### config.mk
export PLATFORM = sky130hd
export DESIGN_NAME = key_step_gen
export DESIGN_NICKNAME = d
export VERILOG_FILES = /design/src/rtl/key_step_gen.sv
export SDC_FILE = /design/constraint.sdc
export NUM_CORES = 1
export LEC_CHECK = 0
export CORE_MARGIN = 2
export CORE_UTILIZATION = 45
export DETAILED_ROUTE_END_ITERATION = 6
export MAX_ROUTING_LAYER = met4
export PLACE_DENSITY = 0.65
export SKIP_LAST_GASP = 1
export SLEW_MARGIN = 10
export SYNTH_ARGS = -nofsm -noshare
export SYNTH_HDL_FRONTEND = slang
export SYNTH_SLANG_ARGS = --single-unit
### constraint.sdc
create_clock -name clk -period 6.1 [get_ports clk]
set_clock_uncertainty 0.1 [all_clocks]
set_input_delay 1.525 -clock clk [delete_from_list [all_inputs] [get_ports clk]]
set_output_delay 1.525 -clock clk [all_outputs]
set_load 0.02 [all_outputs]
### src/rtl/key_step_gen.sv
// Debounced pushbutton to single-cycle step strobe, with optional auto-repeat (KEY_STEP_GEN_AUTO_REPEAT_EN).
// Latency: key_in edge to key_level/step is 2+DEBOUNCE_CYCLES clocks; no backpressure, step is a fire-and-forget strobe.
module key_step_gen #(
    parameter int unsigned DEBOUNCE_CYCLES = 4,
    parameter int unsigned REPEAT_DELAY    = 10,
    parameter int unsigned REPEAT_PERIOD   = 5
) (
    input  logic       clk,
    input  logic       rst_n,
    input  logic       key_in,
    output logic       key_level,
    output logic       step,
    output logic [7:0] step_cnt
);

    localparam logic [15:0] DB_LAST = 16'(DEBOUNCE_CYCLES - 1);

    if (DEBOUNCE_CYCLES < 2 || DEBOUNCE_CYCLES > 65535 ||
        REPEAT_DELAY < 2 || REPEAT_DELAY > 65535 ||
        REPEAT_PERIOD < 2 || REPEAT_PERIOD > 65535) begin : g_bad_param
        $error("key_step_gen: parameter out of range 2..65535");
    end

`ifdef KEY_STEP_GEN_AUTO_REPEAT_EN
    typedef enum logic [1:0] {IDLE, HELD, REPEAT} state_t;
    localparam logic [15:0] RD_LAST = 16'(REPEAT_DELAY - 1);
    localparam logic [15:0] RP_LAST = 16'(REPEAT_PERIOD - 1);
    logic [15:0] timer, timer_nxt;
`else
    typedef enum logic [1:0] {IDLE, HELD} state_t;
`endif

    state_t      state, state_nxt;
    logic        sync1, sync2;
    logic [15:0] db_cnt;
    logic        accept, rise, fall;
    logic        step_nxt;

    always_ff @(posedge clk or negedge rst_n) begin
        if (!rst_n) begin
            sync1 <= 1'b0;
            sync2 <= 1'b0;
        end else begin
            sync1 <= key_in;
            sync2 <= sync1;
        end
    end

    // A level change is accepted on the DEBOUNCE_CYCLES-th consecutive differing sample.
    assign accept = (sync2 != key_level) && (db_cnt == DB_LAST);
    assign rise   = accept && sync2;
    assign fall   = accept && !sync2;

    always_ff @(posedge clk or negedge rst_n) begin
        if (!rst_n) begin
            db_cnt    <= 16'd0;
            key_level <= 1'b0;
        end else if (sync2 == key_level) begin
            db_cnt <= 16'd0;
        end else if (accept) begin
            db_cnt    <= 16'd0;
            key_level <= sync2;
        end else begin
            db_cnt <= db_cnt + 16'd1;
        end
    end

    always_comb begin
        state_nxt = state;
        step_nxt  = 1'b0;
`ifdef KEY_STEP_GEN_AUTO_REPEAT_EN
        timer_nxt = 16'd0;
`endif
        case (state)
            IDLE: begin
                if (rise) begin
                    state_nxt = HELD;
                    step_nxt  = 1'b1;
                end
            end
            HELD: begin
                if (fall) begin
                    state_nxt = IDLE;
`ifdef KEY_STEP_GEN_AUTO_REPEAT_EN
                end else if (timer == RD_LAST) begin
                    state_nxt = REPEAT;
                    step_nxt  = 1'b1;
                end else begin
                    timer_nxt = timer + 16'd1;
`endif
                end
            end
`ifdef KEY_STEP_GEN_AUTO_REPEAT_EN
            REPEAT: begin
                // Release takes priority over a coincident period expiry.
                if (fall) begin
                    state_nxt = IDLE;
                end else if (timer == RP_LAST) begin
                    step_nxt = 1'b1;
                end else begin
                    timer_nxt = timer + 16'd1;
                end
            end
`endif
            default: state_nxt = IDLE;
        endcase
    end

    always_ff @(posedge clk or negedge rst_n) begin
        if (!rst_n) begin
            state    <= IDLE;
            step     <= 1'b0;
            step_cnt <= 8'd0;
`ifdef KEY_STEP_GEN_AUTO_REPEAT_EN
            timer    <= 16'd0;
`endif
        end else begin
            state    <= state_nxt;
            step     <= step_nxt;
            step_cnt <= step_cnt + {7'd0, step_nxt};
`ifdef KEY_STEP_GEN_AUTO_REPEAT_EN
            timer    <= timer_nxt;
`endif
        end
    end

endmodule

==> summary.md, run 1 <==
| Metric | Value |
|---|---|
| Outcome | `finished clean` |
| Final hold violations | `0` |
| Flop pwr share | `53.9%` |
| Max incr delay on CP | `0.65 ns` |
| CP Class | `reg -> out` |
| Placed insts | `158` |
| CTS tree | `done` |
| Average size of a mapped cell | `11.5 um^2` |
| Final Setup Violations | `0` |
| Yosys cell types | `26` |
| Die extent in x | `58.6 um` |
| Logic pwr share | `22.6%` |
| Final #Nets | `140` |
| CTS clock-pin slew for the worst setup and hold paths | `0.08 ns` |
| Worst skew pair latency | `0.32 ns` |
| Total GRT Usage | `16.2%` |
| WL/cell | `13.7 um` |
| Vias per cell | `5.27` |
| Min Clock Period, post-route | `3.01 ns` |
| Leading cell type in the layout, fill and taps excluded | `dfrtp_1` |
| Drt pass-1 iters | `4` |
| Leak pwr | `0.659 nW` |
| Largest net degree at the start of global routing | `30` |
| Clock share of power | `23.5%` |
| DRC viols | `0` |
| Core area | `0.00281 mm^2` |
| Final Cycle Share | `49.4%` |
| Net Sw Frac | `32.5%` |
| IO buf count | `12` |
| Critical-path top delay cell | `clkdlybuf4s50_1` |
| Root Buffer | `clkbuf_4` |
| WL met3 | `91 um` |
| Hold Crit Class | `reg -> reg` |
| Layout cells sized above 1 | `13.5%` |
| Netlist Area Pre-Place | `0.00134 mm^2` |
| Slew HR | `56.1%` |
| GPL Wtd Cong | `0.777` |
| Slew @ Worst Pin | `0.659 ns` |
| Num CTS Buffers | `5` |
| Final wirelength | `2250 um` |
| # diodes | `0` |
| Row cnt | `19` |
| # hold bufs at CTS | `0` |
| Die area | `0.00343 mm^2` |
| CP arrival | `1.39 ns` |
| Mapped Cells | `117` |
| Post-layout util | `54.3%` |
| Setup TNS | `0 ns` |
| Detailed Place HPWL | `1520 um` |
| WL met2 | `973 um` |
| Critical Path RT | `4.47 ns` |
| Vias | `865` |
| Crit path cell chain | `clkdlybuf4s50_1` |
| Ports | `13` |
| Vias in the first global route | `839` |
| Critical path capture point type | `output port` |
| Highest Clock Rate | `0.332 GHz` |
| CP startpoint kind | `flop` |
| Met1 Wirelength | `1120 um` |
| First-pass GRT wire length | `3920 um` |
| P_sw | `140 uW` |
| Syn nets | `123` |
| Int Power | `292 uW` |
| CP Max Fanout | `5` |
| CP bufs+invs | `1` |
| Area Growth Syn to Fin | `13.5%` |
| Pwr Total | `432 uW` |
| Initial core utilization | `47.8%` |
| Worst hold slack | `0.268 ns` |
| Post-CTS resize count | `0` |
| H-tree Lvls | `2` |
| Iter 0 DRT Violations | `41` |
| Power per cell area | `284 mW/mm^2` |
| Worst path top cell family by delay | `buffers and inverters` |
| Max Cap Viol | `0` |
| Unrepaired setup endpoints after global routing | `no` |
| IR drop worst, VDD | `0.191 mV` |
| Yosys reg bits | `29` |
| Yosys warns | `0` |
| Top Metal Used | `met4` |
| Clock sink count | `29` |
| Post-Layout Cell Count | `164` |
| Post-synthesis sequential area ratio | `54.1%` |
| Die H | `58.6 um` |
| Max-slew violations | `0` |
| Setup bufs post-CTS | `0` |
| Antenna violations before repair | `0` |
| Commonest cells after routing, fill and taps aside | `dfrtp_1 (29), nor2_1 (18), xnor2_1 (13)` |
| Grt ovf | `0` |
| Buffer levels on the longest clock path | `2` |
| Antenna viol nets, final | `0` |
==> through the flow <==
step	cell area [um^2]	setup slack (ns)
2_1_floorplan	1340	3.63
3_3_place_gp	1480	3.44
3_5_place_dp	1480	3.41
4_1_cts	1520	3.06
5_1_grt	1520	3.01
6_report	1520	3.09
==> path summary, 6_finish.rpt <==
kind                              from     endpoint  slack (ns)  cells after the start
min reg2reg                      sync1        sync2        0.27                      0
min in group asynchronous        rst_n    db_cnt[4]        1.47                      2
max in group asynchronous        rst_n    db_cnt[9]        4.16                      2
max                        step_cnt[2]  step_cnt[2]        3.09                      1
max reg2reg                  db_cnt[0]  step_cnt[7]        3.37                      9
min                              sync1        sync2        0.27                      0
==> state kept, by name (all words and copies together) (netlist names) <==
name,flops
key_level,1
db_cnt,16
sync2,1
state,1
step_cnt,8
step,1
sync1,1
==> layer usage <==
layer,vias up,track usage (%)
met5,-,-
met4,0,9.74
met3,8,4.62
met2,15,21.5
met1,414,22.0
li1,428,-
==> power by group through the flow <==
stage               Clock, mW  Sequential (mW)  Combinational (mW)
finish                  0.101            0.233              0.0976
global route            0.114            0.238               0.108
CTS                     0.107            0.233              0.0993
detailed placement          0            0.237              0.0984
global placement            0            0.235              0.0970
floorplan                   0            0.242              0.0694
==> cell type report <==
class	count	area, um^2
fillers	254	1280
flip-flops and latches	29	726
multi-input cells	81	573
repair buffers	13	128
well taps	31	38.8
clock buffers	5	37.5
inverters	4	15.0
clock inverters	1	5.00
==> synth_stat cells <==
cell type  count  area share (%)
and3_1         2            0.93
nor4_1         2            0.93
and4_1         1            0.65
dfrtp_1       29              54
ha_1           3             2.8
mux2_2         2             1.7
buf_2          1            0.37
nand3_1        7             2.6
xor2_1         7             4.6
nand2b_1       1            0.47
nand4_1        5             2.3
nor4_2         4             3.7
nand4_4        1             1.6
nand4_2        1            0.93
nand2_1        4             1.1
nor2_1        18             5.0
xnor2_1       13             8.5
a21oi_1        1            0.37
or2_2          1            0.47
a31o_2         1            0.65
and2_1         1            0.47
buf_6          2             1.7
inv_1          4             1.1
nor3_1         3             1.1
nor2_2         1            0.47
nor4b_1        2             1.3
==> kinds of logic after synthesis <==
logic type | count (synthesis) | share of synthesized area, %
AO/OA/AOI/OAI | 2 | 1.03
XOR/XNOR | 20 | 13.1
adder cells (fa/ha/maj) | 3 | 2.80
buffers and inverters | 7 | 3.17
flip-flops | 29 | 54.1
multiplexers | 2 | 1.68
AND/OR/NAND/NOR | 54 | 24.2
Power figures use the tool's default switching activity.
==> run 2, diff against run 1 <==
==> constraint.sdc (replaced) <==
create_clock -name clk -period 2.91 [get_ports clk]
set_clock_uncertainty 0.1 [all_clocks]
set_input_delay 0.7275 -clock clk [delete_from_list [all_inputs] [get_ports clk]]
set_output_delay 0.7275 -clock clk [all_outputs]
set_load 0.02 [all_outputs]
==> run 2 against run 1 <==
  * First-iteration DRC count is 76% lower
  * Via count is 3.1% higher
  * Clock power is 140% higher
  * Sequential share of layout area is 0.96 points lower
  * Hold slack better by 0.0077 ns
  * Largest cell class unchanged
  * Highest routed layer unchanged
==> summary.md, run 2 (synthesized netlist as in run 1, its figures left out) <==
| Metric | Value |
|---|---|
| Biggest register | `db_cnt` |
| CP startpoint kind | `flop` |
| Grt ovf | `0 (unchanged)` |
| Max Cap Viol | `0 (unchanged)` |
| Outcome | `finished clean` |
| Antenna violations before repair | `0 (unchanged)` |
| Max-slew violations | `0 (unchanged)` |
| Critical Path RT | `3.03 ns (-1.44 ns)` |
| Largest net degree at the start of global routing | `30 (unchanged)` |
| Vias in the first global route | `903 (+7.6%)` |
| Area Growth Syn to Fin | `15.9%` |
| Place WS | `0.148 ns (-3.26 ns)` |
| Number of flip-flops in the largest register | `16 (unchanged)` |
| First-pass GRT wire length | `4040 um (+3.0%)` |
| Unrepaired setup endpoints after global routing | `no` |
| Crit Reg-Reg Startpoint | `db_cnt[0]` |
| Layout cells sized above 1 | `16.2% (+2.6 points)` |
| Hold Crit Class | `reg -> reg` |
| IO buf count | `12 (unchanged)` |
| Drt pass-1 iters | `4 (unchanged)` |
| Total GRT Usage | `16.5% (+0.24 points)` |
| Reg-to-reg slack, setup | `0.35 ns (-3.02 ns)` |
| Final Cycle Share | `87.9%` |
| Pwr Total | `944 uW (+120%)` |
| Crit Reg-Reg Endpoint | `step_cnt[7]` |
| WL/cell | `13.4 um (-2.3%)` |
| CP Max Fanout | `5 (unchanged)` |
| Die area | `0.00343 mm^2 (unchanged)` |
| H-tree Lvls | `2 (unchanged)` |
| Vias per cell | `5.34 (+1.3%)` |
| CTS tree | `done` |
| Antenna viol nets, final | `0 (unchanged)` |
| CP arrival | `2.68 ns (+1.29 ns)` |
| Final #Nets | `141 (+0.71%)` |
| Power per cell area | `607 mW/mm^2 (+110%)` |
| Final Setup Violations | `0 (unchanged)` |
| Final hold violations | `0 (unchanged)` |
| Setup TNS | `0 ns (unchanged)` |
| Worst skew pair latency | `0.33 ns (about the same)` |
| CP Class | `reg -> reg` |
| Commonest cells after routing, fill and taps aside | `dfrtp_1 (29), nor2_1 (18), xnor2_1 (13)` |
| Hold_sp | `sync1` |
| IR drop worst, VDD | `0.513 mV (+170%)` |
| Post-layout util | `55.4% (+1.1 points)` |
| Ports | `13 (unchanged)` |
| Slew @ Worst Pin | `0.630 ns (-0.0284 ns)` |
| Top Registers | `db_cnt x16, step_cnt x8` |
| WHS Endpoint | `sync2` |
| Hold depth | `0 (unchanged)` |
| DRC viols | `0 (unchanged)` |
| Slew HR | `58.0% (+1.9 points)` |
| Iter 0 DRT Violations | `10 (-76%)` |
| R2R depth | `9 (unchanged)` |
| CTS clock-pin slew for the worst setup and hold paths | `0.10 ns (+0.02 ns)` |
| # diodes | `0 (unchanged)` |
| Die extent in x | `58.6 um (unchanged)` |
| GPL Wtd Cong | `0.794 (+2.2%)` |
| Leading cell type in the layout, fill and taps excluded | `dfrtp_1` |
| Clock sink count | `29 (unchanged)` |
| Vias | `892 (+3.1%)` |
| Min Clock Period, post-route | `2.56 ns` |
| Final wirelength | `2240 um (-0.49%)` |
| # hold bufs at CTS | `0 (unchanged)` |
| Die H | `58.6 um (unchanged)` |
| Worst hold slack | `0.275 ns (+0.00767 ns)` |
| Critical path capture point type | `flop` |
| Num CTS Buffers | `5 (unchanged)` |
| Critical path origin | `db_cnt[0]` |
| Initial core utilization | `47.8% (unchanged)` |
| Buffer levels on the longest clock path | `2 (unchanged)` |
| Highest Clock Rate | `0.391 GHz` |
| Post-route setup slack | `0.352 ns (-2.73 ns)` |
| Row cnt | `19 (unchanged)` |
| Detailed Place HPWL | `1560 um (+2.6%)` |
| Root Buffer | `clkbuf_4` |
| Core area | `0.00281 mm^2 (unchanged)` |
| Leak pwr | `0.661 nW (+0.29%)` |
run 2: changes by cell type in the layout (fill, tap and decap cells not counted):
| cell | delta |
|---|---|
| clkinvlp_4 | +3 |
| buf_4 | +1 |
| clkinv_2 | -1 |
| nor4b_1 | -1 |
| nor4b_2 | +1 |
run 2: worst max-delay path, cell delays in order (launching register included):
cell and delay [ns]:
dfrtp_1 0.40, ha_1 0.26, nor4b_1 0.26, nand4_1 0.18, nor4b_2 0.30, ha_1 0.25
and3_1 0.16, nand3_1 0.10, or2_2 0.32, xnor2_1 0.12
run 2: through the flow:
stage	instance area (um^2)	std cells
6_report	1550	167
3_5_place_dp	1480	158
5_1_grt	1550	167
2_1_floorplan	1340	117
4_1_cts	1540	166
3_3_place_gp	1480	158
run 2: cell type report:
class	count	area [um^2]
Tap cell	31	38.8
Timing Repair Buffer	14	135
Sequential cell	29	726
Clock buffer	5	37.5
Fill cell	248	1250
Inverter	4	15.0
Multi-Input combinational cell	81	579
Clock inverter	3	22.5
run 2: report_power, final:
part	internal, mW	total (mW)	switching, mW	leakage [nW]
clock network	0.0932	0.246	0.153	0.0234
registers	0.446	0.488	0.0422	0.393
logic	0.0861	0.210	0.124	0.245
run 2: worst max path at each step:
stage	to
floorplan	step_cnt[7]
global placement	step_cnt[7]
detailed placement	step_cnt[7]
CTS	step_cnt[7]
global route	step_cnt[7]
finish	step_cnt[7]
run 2: repair_timing:
item	4_1_cts	5_1_grt
hold endpoints to repair	0	0
gates resized for setup	0	1
endpoints found under the setup margin	0	2
buffers inserted	0	1
run 2: per-layer routing:
layer	up-vias	GRT usage, %	share of wire, %
met5	-	-	0
met3	7	5.93	4.2
met1	435	21.1	48
met4	0	7.14	2.1
li1	437	-	-
met2	13	23.6	45
